==> src/rtl/uart_tx_fifo_pkg.sv <==
// Shared definitions for the memory-mapped UART transmitter: FSM encodings,
// STATUS bit positions and register-select values.
package uart_tx_fifo_pkg;

  typedef enum logic [1:0] {
    ST_IDLE  = 2'd0,
    ST_START = 2'd1,
    ST_DATA  = 2'd2,
    ST_STOP  = 2'd3
  } tx_state_e;

  localparam int ST_BUSY = 0;
  localparam int ST_FULL = 1;
  localparam int ST_OVF  = 2;

  localparam logic REG_DATA   = 1'b0;
  localparam logic REG_STATUS = 1'b1;

  function automatic logic [31:0] pack_status(input logic ovf, input logic full, input logic busy);
    logic [31:0] s;
    s          = '0;
    s[ST_BUSY] = busy;
    s[ST_FULL] = full;
    s[ST_OVF]  = ovf;
    return s;
  endfunction

endpackage

==> src/rtl/uart_tx_fifo_fifo_sync.sv <==
// Small synchronous FIFO with a combinational head output; the caller never
// pushes into a full FIFO unless it pops in the same cycle.
module fifo_sync #(
  parameter int WIDTH      = 8,
  parameter int DEPTH_LOG2 = 3
) (
  input  logic                  clk,
  input  logic                  reset,
  input  logic                  push,
  input  logic                  pop,
  input  logic [WIDTH-1:0]      wdata,
  output logic [WIDTH-1:0]      rdata,
  output logic [DEPTH_LOG2:0]   count
);

  localparam int DEPTH = 1 << DEPTH_LOG2;

  logic [WIDTH-1:0]      mem [DEPTH];
  logic [DEPTH_LOG2-1:0] wr_ptr_reg;
  logic [DEPTH_LOG2-1:0] rd_ptr_reg;
  logic [DEPTH_LOG2:0]   count_reg;

  // Storage carries no reset; only the pointers define which entries are live.
  generate
    for (genvar gi = 0; gi < DEPTH; gi++) begin : g_entry
      always_ff @(posedge clk) begin
        if (push && (wr_ptr_reg == DEPTH_LOG2'(gi))) begin
          mem[gi] <= wdata;
        end
      end
    end
  endgenerate

  always_ff @(posedge clk or negedge reset) begin
    if (!reset) begin
      wr_ptr_reg <= '0;
      rd_ptr_reg <= '0;
      count_reg  <= '0;
    end else begin
      if (push) wr_ptr_reg <= wr_ptr_reg + 1'b1;
      if (pop)  rd_ptr_reg <= rd_ptr_reg + 1'b1;
      case ({push, pop})
        2'b10:   count_reg <= count_reg + 1'b1;
        2'b01:   count_reg <= count_reg - 1'b1;
        default: count_reg <= count_reg;
      endcase
    end
  end

  assign rdata = mem[rd_ptr_reg];
  assign count = count_reg;

endmodule

==> src/rtl/uart_tx_fifo.sv <==
// Memory-mapped 8N1 serial transmitter: CPU byte writes are queued in a FIFO
// and shifted out on tx; a STATUS word lets firmware poll busy/full/overflow.
module uart_tx_fifo
  import uart_tx_fifo_pkg::*;
#(
  parameter int CLKDIV     = 16,
  parameter int DEPTH_LOG2 = 3
) (
  input  logic        clk,
  input  logic        reset,
  input  logic        cs,
  input  logic        we,
  input  logic        addr,
  input  logic [7:0]  wdata,
  output logic [31:0] rdata,
  output logic        tx
);

  localparam int          DEPTH     = 1 << DEPTH_LOG2;
  localparam logic [15:0] BAUD_LAST = 16'(CLKDIV - 1);

  tx_state_e             state_reg;
  logic [15:0]           baud_reg;
  logic [2:0]            bit_reg;
  logic [7:0]            shift_reg;
  logic                  tx_reg;
  logic                  ovf_reg;

  logic [DEPTH_LOG2:0]   fifo_count;
  logic [7:0]            fifo_head;
  logic                  fifo_push;
  logic                  fifo_pop;
  logic                  full;
  logic                  busy;
  logic                  data_wr;
  logic                  status_wr;
  logic                  drop;
  logic                  baud_done;

  assign data_wr   = cs & we & (addr == REG_DATA);
  assign status_wr = cs & we & (addr == REG_STATUS);
  assign full      = (fifo_count == (DEPTH_LOG2 + 1)'(DEPTH));
  assign fifo_pop  = (state_reg == ST_IDLE) && (fifo_count != '0);
  // A pop in the same cycle frees the slot the write needs, so it is not a drop.
  assign fifo_push = data_wr & (~full | fifo_pop);
  assign drop      = data_wr & full & ~fifo_pop;
  assign baud_done = (baud_reg == BAUD_LAST);
  assign busy      = (fifo_count != '0) || (state_reg != ST_IDLE);

  fifo_sync #(
    .WIDTH      (8),
    .DEPTH_LOG2 (DEPTH_LOG2)
  ) u_fifo (
    .clk   (clk),
    .reset (reset),
    .push  (fifo_push),
    .pop   (fifo_pop),
    .wdata (wdata),
    .rdata (fifo_head),
    .count (fifo_count)
  );

  always_ff @(posedge clk or negedge reset) begin
    if (!reset) begin
      state_reg <= ST_IDLE;
      baud_reg  <= '0;
      bit_reg   <= '0;
      shift_reg <= '0;
      tx_reg    <= 1'b1;
    end else begin
      case (state_reg)
        ST_IDLE: begin
          tx_reg <= 1'b1;
          if (fifo_pop) begin
            shift_reg <= fifo_head;
            baud_reg  <= '0;
            tx_reg    <= 1'b0;
            state_reg <= ST_START;
          end
        end
        ST_START: begin
          if (baud_done) begin
            baud_reg  <= '0;
            bit_reg   <= '0;
            tx_reg    <= shift_reg[0];
            state_reg <= ST_DATA;
          end else begin
            baud_reg <= baud_reg + 16'd1;
          end
        end
        ST_DATA: begin
          if (baud_done) begin
            baud_reg <= '0;
            if (bit_reg == 3'd7) begin
              tx_reg    <= 1'b1;
              state_reg <= ST_STOP;
            end else begin
              // tx is registered, so it takes the next bit ahead of the shift.
              shift_reg <= shift_reg >> 1;
              tx_reg    <= shift_reg[1];
              bit_reg   <= bit_reg + 3'd1;
            end
          end else begin
            baud_reg <= baud_reg + 16'd1;
          end
        end
        ST_STOP: begin
          if (baud_done) begin
            baud_reg  <= '0;
            state_reg <= ST_IDLE;
          end else begin
            baud_reg <= baud_reg + 16'd1;
          end
        end
        default: state_reg <= ST_IDLE;
      endcase
    end
  end

  // A drop in the same cycle as a STATUS write leaves overflow set.
  always_ff @(posedge clk or negedge reset) begin
    if (!reset) begin
      ovf_reg <= 1'b0;
    end else if (drop) begin
      ovf_reg <= 1'b1;
    end else if (status_wr) begin
      ovf_reg <= 1'b0;
    end
  end

  assign rdata = (cs && (addr == REG_STATUS)) ? pack_status(ovf_reg, full, busy) : 32'h0;
  assign tx    = tx_reg;

endmodule

==> config.mk <==
export PLATFORM = sky130hd
export DESIGN_NAME = uart_tx_fifo
export DESIGN_NICKNAME = d
export VERILOG_FILES = /design/src/rtl/uart_tx_fifo_pkg.sv /design/src/rtl/uart_tx_fifo_fifo_sync.sv /design/src/rtl/uart_tx_fifo.sv
export SDC_FILE = /design/constraint.sdc
export NUM_CORES = 1
export LEC_CHECK = 0
export ABC_CLOCK_PERIOD_IN_PS = 3500
export CAP_MARGIN = 20
export CORE_MARGIN = 5
export CORE_UTILIZATION = 58
export CTS_CLUSTER_SIZE = 30
export DETAILED_ROUTE_END_ITERATION = 8
export GPL_TIMING_DRIVEN = 0
export MAX_ROUTING_LAYER = met4
export PLACE_DENSITY = 0.83
export SLEW_MARGIN = 20
export SYNTH_ARGS = -nofsm -noshare
export SYNTH_HDL_FRONTEND = slang
export SYNTH_HIERARCHICAL = 1
export SYNTH_SLANG_ARGS = --single-unit
==> constraint.sdc <==
create_clock -name clk -period 3.5 [get_ports clk]
set_input_delay 0.7 -clock clk [delete_from_list [all_inputs] [get_ports clk]]
set_output_delay 0.7 -clock clk [all_outputs]
set_load 0.02 [all_outputs]
After elaboration in Yosys (flattened, before gate mapping)
Memories as Yosys holds them, arrays and structs flattened.
Index checks and enable logic that the tools add are counted.
{"block": "word_totals", "ff_bits": 41, "wordCells": 142, "memories": 1, "ramBits": 64, "mem_bits_ro": 0, "latch_bits": 0}
{"block": "op_classes", "shift": 0, "n_addsub": 6, "mul": 0, "reduce_logical": 32, "bitwise": 10, "n_div": 0, "n_mux": 63, "order_cmp": 0, "n_eq_ne": 21}
{"name": "u_fifo.mem", "depth": 8, "word_bits": 8, "rd": 1, "rd_clocked_by_memory_dff": 0, "write_ports": 1, "line": "uart_tx_fifo_fifo_sync.sv:18", "text": "logic [WIDTH-1:0] mem [DEPTH];"}
{"cell": "two-way mux 8 bit", "count": 10}
{"cell": "OR reduction 8 bit", "count": 7}
{"cell": "two-way mux 3 bit", "count": 11}
{"cell": "two-way mux 16 bit", "count": 2}
{"cell": "one-hot mux 16 bit (2 select lines)", "count": 1}
{"cell": "two-way mux 1 bit", "count": 29}
{"cell": "adder 16 x 1 -> 16 bit, second input constant", "count": 1}
{"cell": "== test 16 x 4 -> 1 bit, second input constant", "count": 1}
{"cell": "one-hot mux 8 bit (2 select lines)", "count": 1}
{"cell": "== test 3 bit, second input constant", "count": 5}
{"cell": "!= test 2 bit, second input constant", "count": 6}
{"cell": "logical AND 1 bit", "count": 10}
{"cell": "two-way mux 2 bit", "count": 5}
{"cell": "nonzero test 2 bit", "count": 5}
{"cell": "adder 3 x 1 -> 3 bit, second input constant", "count": 3}
{"cell": "one-hot mux 2 bit (4 select lines)", "count": 1}
{"cell": "one-hot mux 4 bit (2 select lines)", "count": 1}
{"cell": "AND reduction 4 bit", "count": 2}
{"cell": "AND 1 bit", "count": 6}
{"cell": "== test 2 bit, second input constant", "count": 3}
{"cell": "== test 3 x 2 -> 1 bit, second input constant", "count": 2}
{"cell": "one-hot mux 3 bit (2 select lines)", "count": 1}
{"cell": "AND reduction 5 bit", "count": 1}
{"cell": "adder 4 x 1 -> 4 bit, second input constant", "count": 1}
{"cell": "14 further kinds", "count": 17}

Depth between registers and ports, before layout
Gate-level depths: netlist of the first run.
{"block": "depth", "word_depth": 15, "ltp_mapped": 14, "depth_no_buf": 12}

Modules after synthesis
The synthesis of the first run kept the hierarchy.
{"mod": "fifo_sync", "cells_per_inst": 149, "instances": 1, "area_per_inst_um2": 3089.2}
{"mod": "uart_tx_fifo", "cells_per_inst": 243, "instances": 1, "area_per_inst_um2": 2069.5}

Least setup slack after synthesis of the first run
Ideal clock, no wire load.
{"block": "synth_timing", "kind": "reg-to-reg", "startpoint": "register state_reg[0]", "endpoint": "register u_fifo.count_reg[3], in the netlist u_fifo/count[3]", "stages_incl_launch_ff": 13, "path_buffers": 2, "slack_ns": 0.696, "synth_period_minus_slack_ns": 2.804, "t_arrival_ns": 2.725, "t_required_ns": 3.421, "path_cell_list": "dfrtp_1 inv_1 ha_1 clkbuf_1 clkbuf_1 nor2_1 nor3_1 inv_1 ha_1 nand2b_1 or4b_1 a31oi_1 xor2_1"}
{"block": "synth_via", "elab_chain_len": 6}
{"element": "start, declared", "line": "uart_tx_fifo.sv:22", "text": "tx_state_e state_reg;"}
{"element": "start signal, assigned", "line": "uart_tx_fifo.sv:65", "text": "state_reg <= ST_IDLE;"}
{"element": "start signal, assigned", "line": "uart_tx_fifo.sv:78", "text": "state_reg <= ST_START;"}
{"element": "start signal, assigned", "line": "uart_tx_fifo.sv:86", "text": "state_reg <= ST_DATA;"}
{"element": "logical NOT 2 bit (*)", "line": "uart_tx_fifo.sv:43", "text": "assign fifo_pop = (state_reg == ST_IDLE) && (fifo_count != '0);"}
{"element": "logical AND 1 bit (*)", "line": "uart_tx_fifo.sv:43"}
{"element": "OR 1 bit (*)", "line": "uart_tx_fifo.sv:45", "text": "assign fifo_push = data_wr & (~full | fifo_pop);"}
{"element": "AND 1 bit (*)", "line": "uart_tx_fifo.sv:45"}
{"element": "via fifo_push", "line": "uart_tx_fifo.sv:31", "text": "logic fifo_push;"}
{"element": "== test 2 x 1 -> 1 bit / == test 2 bit (equally long branches)", "line": "uart_tx_fifo_fifo_sync.sv:42", "text": "case ({push, pop})"}
{"element": "one-hot mux 4 bit (2 select lines) / nonzero test 2 bit (equally long branches)"}
{"element": "end signal, assigned", "line": "uart_tx_fifo_fifo_sync.sv:43", "text": "2'b10: count_reg <= count_reg + 1'b1;"}
{"element": "end signal, assigned", "line": "uart_tx_fifo_fifo_sync.sv:44", "text": "2'b01: count_reg <= count_reg - 1'b1;"}
{"element": "end signal, assigned", "line": "uart_tx_fifo_fifo_sync.sv:45", "text": "default: count_reg <= count_reg;"}
{"element": "end, declared", "line": "uart_tx_fifo_fifo_sync.sv:21", "text": "logic [DEPTH_LOG2:0] count_reg;"}
Mark *: on every way through the listed nets, which the timed path passes. The rest lies on a longest branch.
A chain may end at the register's enable or synchronous reset.

Worst setup path after layout of the first run
{"block": "layout_timing", "startpoint": "register state_reg[0]", "endpoint": "output port rdata[0]"}
{"block": "layout_via", "elab_chain_len": 3}
{"element": "nonzero test 2 bit", "line": "uart_tx_fifo.sv:48", "text": "assign busy = (fifo_count != '0) || (state_reg != ST_IDLE);"}
{"element": "logical OR 1 bit", "line": "uart_tx_fifo.sv:48"}
{"element": "two-way mux 3 bit", "line": "uart_tx_fifo.sv:131", "text": "assign rdata = (cs && (addr == REG_STATUS)) ? pack_status(ovf_reg, full, busy) : 32'h0;"}
{"element": "end, declared", "line": "uart_tx_fifo.sv:15", "text": "output logic [31:0] rdata,"}
Every way passes these cells.

==> PnR_summary.wiki, run 1 <==
{| class="wikitable"
! Metric !! Value
|-
| Quantity of hold-fixing buffers added after cts || 0
|-
| Number of H-tree levels || 3
|-
| Netlist area before placement || 5160 um^2
|-
| Post-Route Skew || 0.0152 ns
|-
| Cell Pwr Density || 671 nW/um^2
|-
| Starting density of the core || 59.4%
|-
| Share of total power in sequential cells || 42.6%
|-
| Sequential share of the synthesized area || 57.2%
|-
| Initial antenna violation count || 0
|-
| Sum of negative setup slack || 0 ns
|-
| Portion of total power attributed to the clock network || 19.8%
|-
| Worst slew margin || 55.9%
|-
| Leading cell type in the layout, fill and taps excluded || sky130_fd_sc_hd__edfxtp_1
|-
| FF+latch count, synth || 105
|-
| Via count || 3276
|-
| EDFF count, synth || 64
|-
| Wire length after detailed routing || 9730 um
|-
| Net Switching || 1.41 mW
|-
| RSZ-0062 raised after global routing || no
|-
| Post-route ant nets || 0
|-
| TritonCTS clock tree || built
|-
| Port bufs || 16
|-
| Transition time of the tightest slew-check pin || 0.658 ns
|-
| Top flip-flop cell by instance count after synthesis || sky130_fd_sc_hd__edfxtp_1
|-
| MaxCap Viol Count || 0
|-
| Static leakage power || 2.36 nW
|-
| Kind of end point of the critical path || primary output
|-
| Highest achievable clock rate || 0.308 GHz
|-
| Area of the core || 8680 um^2
|-
| Final cell utilization of the core || 66.9%
|-
| DPL Wire Length || 6940 um
|-
| Vias per Instance || 5.85
|-
| Post-synthesis average cell area || 13.2 um^2
|-
| IR Drop Worst-Case VDD || 318 uV
|-
| Total GRT Usage || 18.8%
|-
| Reg-to-reg endpoint || u_fifo/count[3]
|-
| Global-route wire length before repair || 15900 um
|-
| Share of synthesized registers carrying an async set or reset || 39.0%
|-
| Startpoint class of the critical path || flip-flop
|-
| Number of cells on the worst reg-to-reg path || 12
|-
| Number of global-route vias before repair || 3170
|-
| Arrival time reported for the critical path endpoint || 2.54 ns
|-
| Area Overhead vs Synth || 12.5%
|-
| Cells after Synth || 392
|-
| Max Fanout on Critical Path || 10
|-
| Layer with the highest usage || met2
|-
| Total design power || 3.90 mW
|-
| Classification of the worst-slack hold path || in2async
|-
| Flip-flop count of the largest register, all copies and words added || 64
|-
| Share of total power consumed by net switching || 36.2%
|-
| Width of the chip || 104 um
|-
| Count of antenna diodes in the layout || 0
|-
| Number of library cell types mapped by synthesis || 52
|-
| Average routed wire per standard cell || 17.4 um
|-
| Max-slew violation count || 0
|-
| Area enclosed by the die boundary || 10900 um^2
|-
| Number of sinks driven by the clock tree || 105
|-
| Fraction of met1 tracks used by global routing || 22.2%
|-
| Remaining routing DRC violations || 0
|-
| Met3 global-route usage || 4.66%
|-
| Status || finished clean
|-
| Total of warnings raised by yosys || 6
|-
| Met2 usage in global routing || 31.8%
|-
| Buffer depth of the longest clock path || 2
|-
| Final net count || 477
|-
| R2r startpoint || state_reg[0]
|-
| Clock transition at the registers of the reported paths || 0.10 ns
|-
| Required time reported for the critical path endpoint || 2.80 ns
|-
| Hold violation total from the final report || 0
|-
| Row count || 34
|-
| Period utilization || 92.7%
|-
| Largest net degree at the start of global routing || 26
|-
| DRT Pass-1 Iters || 4
|-
| Critical path class || reg2out
|-
| Iter 0 DRT Violations || 121
|-
| Die Y || 104 um
|-
| Post-CTS setup repair buffer count || 0
|-
| Root Driver || sky130_fd_sc_hd__clkbuf_8
|-
| Proportion of power drawn by combinational gates || 37.6%
|-
| Top-level port count || 46
|-
| Int Pwr || 2.49 mW
|-
| Commonest cells after routing, fill and taps aside || sky130_fd_sc_hd__edfxtp_1, sky130_fd_sc_hd__dfrtp_1, sky130_fd_sc_hd__nand2_1
|-
| RD Place Congestion || 0.816
|-
| Post-route minimum period || 3.24 ns
|-
| R2R setup slack || 0.33 ns
|-
| Grt ovf || 0
|-
| Number of failing setup endpoints in the final timing report || 0
|-
| Clock latency on the worst-skew pair || 0.38 ns
|-
| Fraction of layout cells with a size suffix above 1 || 17.5%
|-
| Number of buffers created by CTS || 9
|}
## what timing repair did
action	4_1_cts	5_1_grt
resized for setup	1	3
cloned	0	0
endpoints found under the hold margin	0	0
endpoints found under the setup margin	1	3
## final cells by class
cell class | instances | area, um^2
clock buffer | 9 | 124
fill | 631 | 2870
buffer | 47 | 333
inverter | 13 | 48.8
sequential | 105 | 2950
clock inverter | 7 | 98.8
tap | 108 | 135
multi-input combinational | 254 | 1940
timing repair buffer | 17 | 175
## power groups by stage
stage	sequential, mW	clock (mW)	combinational [mW]
2_1_floorplan	1.65	0	1.11
5_1_grt	1.69	0.845	1.62
3_5_place_dp	1.68	0	1.46
3_3_place_gp	1.67	0	1.36
4_1_cts	1.66	0.791	1.47
6_report	1.66	0.770	1.47
## stage by stage
stage / hold WS [ns] / cell area, um^2 / std cells / worst slack (ns)
3_5_place_dp: 0.486 / 5570 / 545 / 0.121
5_1_grt: 0.261 / 5810 / 560 / 0.100
2_1_floorplan: 0.404 / 5260 / 420 / 0.696
6_report: 0.242 / 5810 / 560 / 0.257
4_1_cts: 0.250 / 5800 / 561 / 0.0784
3_3_place_gp: 0.482 / 5560 / 544 / 0.246
## logic make-up (layout without fill, tap and decap cells)
| group | count (synthesis) | after routing | share of synthesized area [%] |
|---|---|---|---|
| flops | 105 | 105 | 57.2 |
| simple gates | 105 | 105 | 10.4 |
| compound gates | 66 | 66 | 8.51 |
| buf+inv | 61 | 93 | 7.45 |
| mux | 28 | 28 | 10.7 |
| fa+ha+maj | 17 | 17 | 4.12 |
| xor+xnor | 9 | 9 | 1.53 |
| other cells | 1 | 29 | 0.0727 |
## how the worst max path moves through the flow
stage	endpoint	startpoint	depth (start not counted)
detailed placement	u_fifo/count[3]	state_reg[0]	12
finish	rdata[0]	state_reg[0]	7
CTS	u_fifo/count[3]	state_reg[0]	12
floorplan	u_fifo/count[3]	state_reg[0]	12
global route	rdata[0]	state_reg[0]	7
global placement	u_fifo/count[3]	state_reg[0]	12
## critical path, cell delays in order, from the launching register on
cell and delay [ns]:
sky130_fd_sc_hd__dfrtp_1 0.44, sky130_fd_sc_hd__inv_1 0.09, sky130_fd_sc_hd__ha_1 0.14, sky130_fd_sc_hd__clkbuf_1 0.27, sky130_fd_sc_hd__and2_1 0.36, sky130_fd_sc_hd__buf_2 0.28
sky130_fd_sc_hd__nor2_1 0.06, sky130_fd_sc_hd__clkdlybuf4s50_1 0.53
## Yosys cell counts, types with 8 or more instances
cell                       count  area share, %
sky130_fd_sc_hd__nand3_1       8           0.78
sky130_fd_sc_hd__clkbuf_1      9           0.65
sky130_fd_sc_hd__dfrtp_1      40             19
sky130_fd_sc_hd__nor2_1       14            1.0
sky130_fd_sc_hd__nor3_1        8           0.78
sky130_fd_sc_hd__o21ai_0      25            2.4
sky130_fd_sc_hd__inv_1        13           0.95
sky130_fd_sc_hd__mux2_2       11            2.4
sky130_fd_sc_hd__buf_4        29            4.2
sky130_fd_sc_hd__mux4_1       16            8.1
sky130_fd_sc_hd__edfxtp_1     64             37
sky130_fd_sc_hd__and3_1       10            1.2
sky130_fd_sc_hd__nand2_1      36            2.6
sky130_fd_sc_hd__ha_1         17            4.1
## metal layers
metal | wire length, um | share of wire, %
met5 | 0 | 0
met4 | 155 | 1.6
met3 | 582 | 6.0
met2 | 5110 | 53
met1 | 3880 | 40
(Power assumes the default switching activity.)
==> inputs of run 2 (changes only) <==
--- a/config.mk
+++ b/config.mk
@@ -6,9 +6,9 @@
 export NUM_CORES = 1
 export LEC_CHECK = 0
 export ABC_CLOCK_PERIOD_IN_PS = 3500
-export CAP_MARGIN = 20
 export CORE_MARGIN = 5
 export CORE_UTILIZATION = 58
+export CTS_BUF_LIST = sky130_fd_sc_hd__clkbuf_16
 export CTS_CLUSTER_SIZE = 30
 export DETAILED_ROUTE_END_ITERATION = 8
 export GPL_TIMING_DRIVEN = 0
==> run 2 against run 1 <==
Effect of this change: sequential power barely moved; global-route usage up 0.72 points; via count rose by 0.12%; flip-flop and latch count unchanged; clock-buffer cell count stayed put; cell count up 0.18%; fmax decreased by 3.0%; clock power grew 34%; critical endpoint unchanged; highest routed layer unchanged.
==> PnR_summary.wiki, run 2 (synthesis gave the netlist of run 1 again) <==
{| class="wikitable"
! Metric !! Value
|-
| Status || finished clean
|-
| Post-route ant nets || 0 (unchanged)
|-
| Quantity of hold-fixing buffers added after cts || 0 (unchanged)
|-
| Port bufs || 16 (unchanged)
|-
| Starting density of the core || 59.4% (unchanged)
|-
| Largest net degree at the start of global routing || 26 (unchanged)
|-
| Fraction of layout cells with a size suffix above 1 || 17.4% (-0.039 points)
|-
| Hold violation total from the final report || 0 (unchanged)
|-
| Vias per Instance || 5.85 (about the same)
|-
| Post-Route Skew || 0.00977 ns (-0.00542 ns)
|-
| Length of routed met2 wiring || 5390 um (+5.4%)
|-
| Commonest cells after routing, fill and taps aside || sky130_fd_sc_hd__edfxtp_1, sky130_fd_sc_hd__dfrtp_1, sky130_fd_sc_hd__nand2_1
|-
| Classification of the worst-slack hold path || in2async
|-
| Iter 0 DRT Violations || 129 (+6.6%)
|-
| Period utilization || 95.5% (+2.9 points)
|-
| IR Drop Worst-Case VDD || 361 uV (+14%)
|-
| Number of global-route vias before repair || 3223 (+1.7%)
|-
| DPL Wire Length || 6940 um (unchanged)
|-
| Remaining routing DRC violations || 0 (unchanged)
|-
| R2r startpoint || state_reg[0]
|-
| Number of cells on the worst reg-to-reg path || 12 (unchanged)
|-
| Number of H-tree levels || 3 (unchanged)
|-
| Critical path's most frequent cell || sky130_fd_sc_hd__clkbuf_1
|-
| Post-route minimum period || 3.34 ns (+0.100 ns)
|-
| Number of buffers created by CTS || 9 (unchanged)
|-
| Startpoint class of the critical path || flip-flop
|-
| Fill cell count || 623 (-1.3%)
|-
| Global-route wire length before repair || 16400 um (+3.0%)
|-
| Start point of the critical path || state_reg[0]
|-
| Width of the chip || 104 um (unchanged)
|-
| Clock transition at the registers of the reported paths || 0.08 ns (-0.02 ns)
|-
| Count of antenna diodes in the layout || 0 (unchanged)
|-
| Number of sinks driven by the clock tree || 105 (unchanged)
|-
| Critical path's slowest cell || sky130_fd_sc_hd__clkdlybuf4s50_1
|-
| Kind of end point of the critical path || primary output
|-
| Routed met1 length || 3990 um (+2.8%)
|-
| Root Driver || sky130_fd_sc_hd__clkbuf_16
|-
| Leading cell type in the layout, fill and taps excluded || sky130_fd_sc_hd__edfxtp_1
|-
| Average routed wire per standard cell || 18.1 um (+4.4%)
|-
| Total GRT Usage || 19.5% (+0.72 points)
|-
| RD Place Congestion || 0.816 (unchanged)
|-
| Initial antenna violation count || 0 (unchanged)
|-
| Critical path class || reg2out
|-
| Wire length after detailed routing || 10200 um (+4.6%)
|-
| TritonCTS clock tree || built
|-
| Max Fanout on Critical Path || 10 (unchanged)
|-
| Flip-flop count of the largest register, all copies and words added || 64 (unchanged)
|-
| Static leakage power || 2.41 nW (+2.0%)
|-
| Max-slew violation count || 0 (unchanged)
|-
| Area of the core || 8680 um^2 (unchanged)
|-
| MaxCap Viol Count || 0 (unchanged)
|-
| Buffer depth of the longest clock path || 2 (unchanged)
|-
| Arrival time reported for the critical path endpoint || 2.64 ns (+0.10 ns)
|-
| Required time reported for the critical path endpoint || 2.80 ns (about the same)
|-
| DRT Pass-1 Iters || 5 (+1)
|-
| Grt ovf || 0 (unchanged)
|-
| Sum of negative setup slack || 0 ns (unchanged)
|-
| Row count || 34 (unchanged)
|-
| RSZ-0062 raised after global routing || no
|-
| Die Y || 104 um (unchanged)
|-
| Worst slew margin || 54.8% (-1.2 points)
|-
| Top-level port count || 46 (unchanged)
|-
| Transition time of the tightest slew-check pin || 0.676 ns (+0.0175 ns)
|-
| Area Overhead vs Synth || 14.6%
|-
| Number of failing setup endpoints in the final timing report || 0 (unchanged)
|-
| Met3 Routed Length || 633 um (+8.8%)
|-
| Chain of cells forming the critical path || inv_1 > ha_1 > clkbuf_1 > and2_1 > clkbuf_1 > buf_2 > nor2_1 > clkdlybuf4s50_1
|-
| Final net count || 478 (+0.21%)
|-
| Smallest hold slack || 0.276 ns (+0.0336 ns)
|-
| Via count || 3280 (+0.12%)
|-
| DR top layer || met4
|-
| Area enclosed by the die boundary || 10900 um^2 (unchanged)
|-
| Maximum cell stage delay along the critical path || 0.54 ns (about the same)
|-
| Clock latency on the worst-skew pair || 0.35 ns (-0.03 ns)
|-
| Cell Pwr Density || 706 nW/um^2 (+5.2%)
|-
| Highest achievable clock rate || 0.299 GHz (-3.0%)
|}
## run 2: changes by cell type in the layout (fill, tap and decap cells not counted), sizes merged
cell,delta
clkbuf,+1
## run 2: report_power, final
part / internal, mW / total [mW] / switching, mW
Combinational: 0.688 / 1.48 / 0.793
Sequential: 1.51 / 1.67 / 0.157
Clock: 0.517 / 1.03 / 0.509
## run 2: area by class of cell
class | count | area [um^2] | area share, %
Inverter | 13 | 48.8 | 0.826
Multi-Input combinational cell | 254 | 1940 | 32.9
Clock buffer | 9 | 225 | 3.81
Buffer | 48 | 337 | 5.69
Sequential cell | 105 | 2950 | 49.9
Timing Repair Buffer | 17 | 175 | 2.96
Tap cell | 108 | 135 | 2.29
Clock inverter | 7 | 98.8 | 1.67
## run 2: routing by layer
metal  vias to the layer above  global-route usage [%]
li1                       1542                       -
met1                      1604                    23.0
met2                       118                    33.7
met3                        16                    4.22
met4                         0                    5.55
met5                         -                       -
## run 2: worst paths after layout
path / end / slack (ns)
setup / recovery: rdata[0] / 0.16
hold / removal: baud_reg[11] / 0.28
setup reg to reg: u_fifo/count[3] / 0.34
hold reg to reg: tx / 0.50
max in group asynchronous: shift_reg[3] / 2.74
min in group clk: tx / 0.50
## run 2: what timing repair did
| action | in CTS | in global routing |
|---|---|---|
| gates resized for setup | 0 | 4 |
| endpoints found under the setup margin | 0 | 3 |
| setup buffers | 0 | 0 |
## run 2: critical path, delay by kind of cell, from the launching register on
family / cells / cell delay [ns]
AND/OR/NAND/NOR: 2 / 0.24
adder cells (fa/ha/maj): 1 / 0.14
buffers and inverters: 5 / 1.49
flip-flops: 1 / 0.42
## run 2: metrics by stage
stage	total power, mW	setup WS [ns]	instances	utilization [%]	area (um^2)
global placement	3.03	0.246	544	64.1	5560
floorplan	2.76	0.696	420	-	5260
detailed placement	3.14	0.121	545	64.2	5570
global route	4.42	0.00211	561	68.1	5910
finish	4.17	0.157	561	68.1	5910
CTS	4.19	0.0288	561	68.0	5900
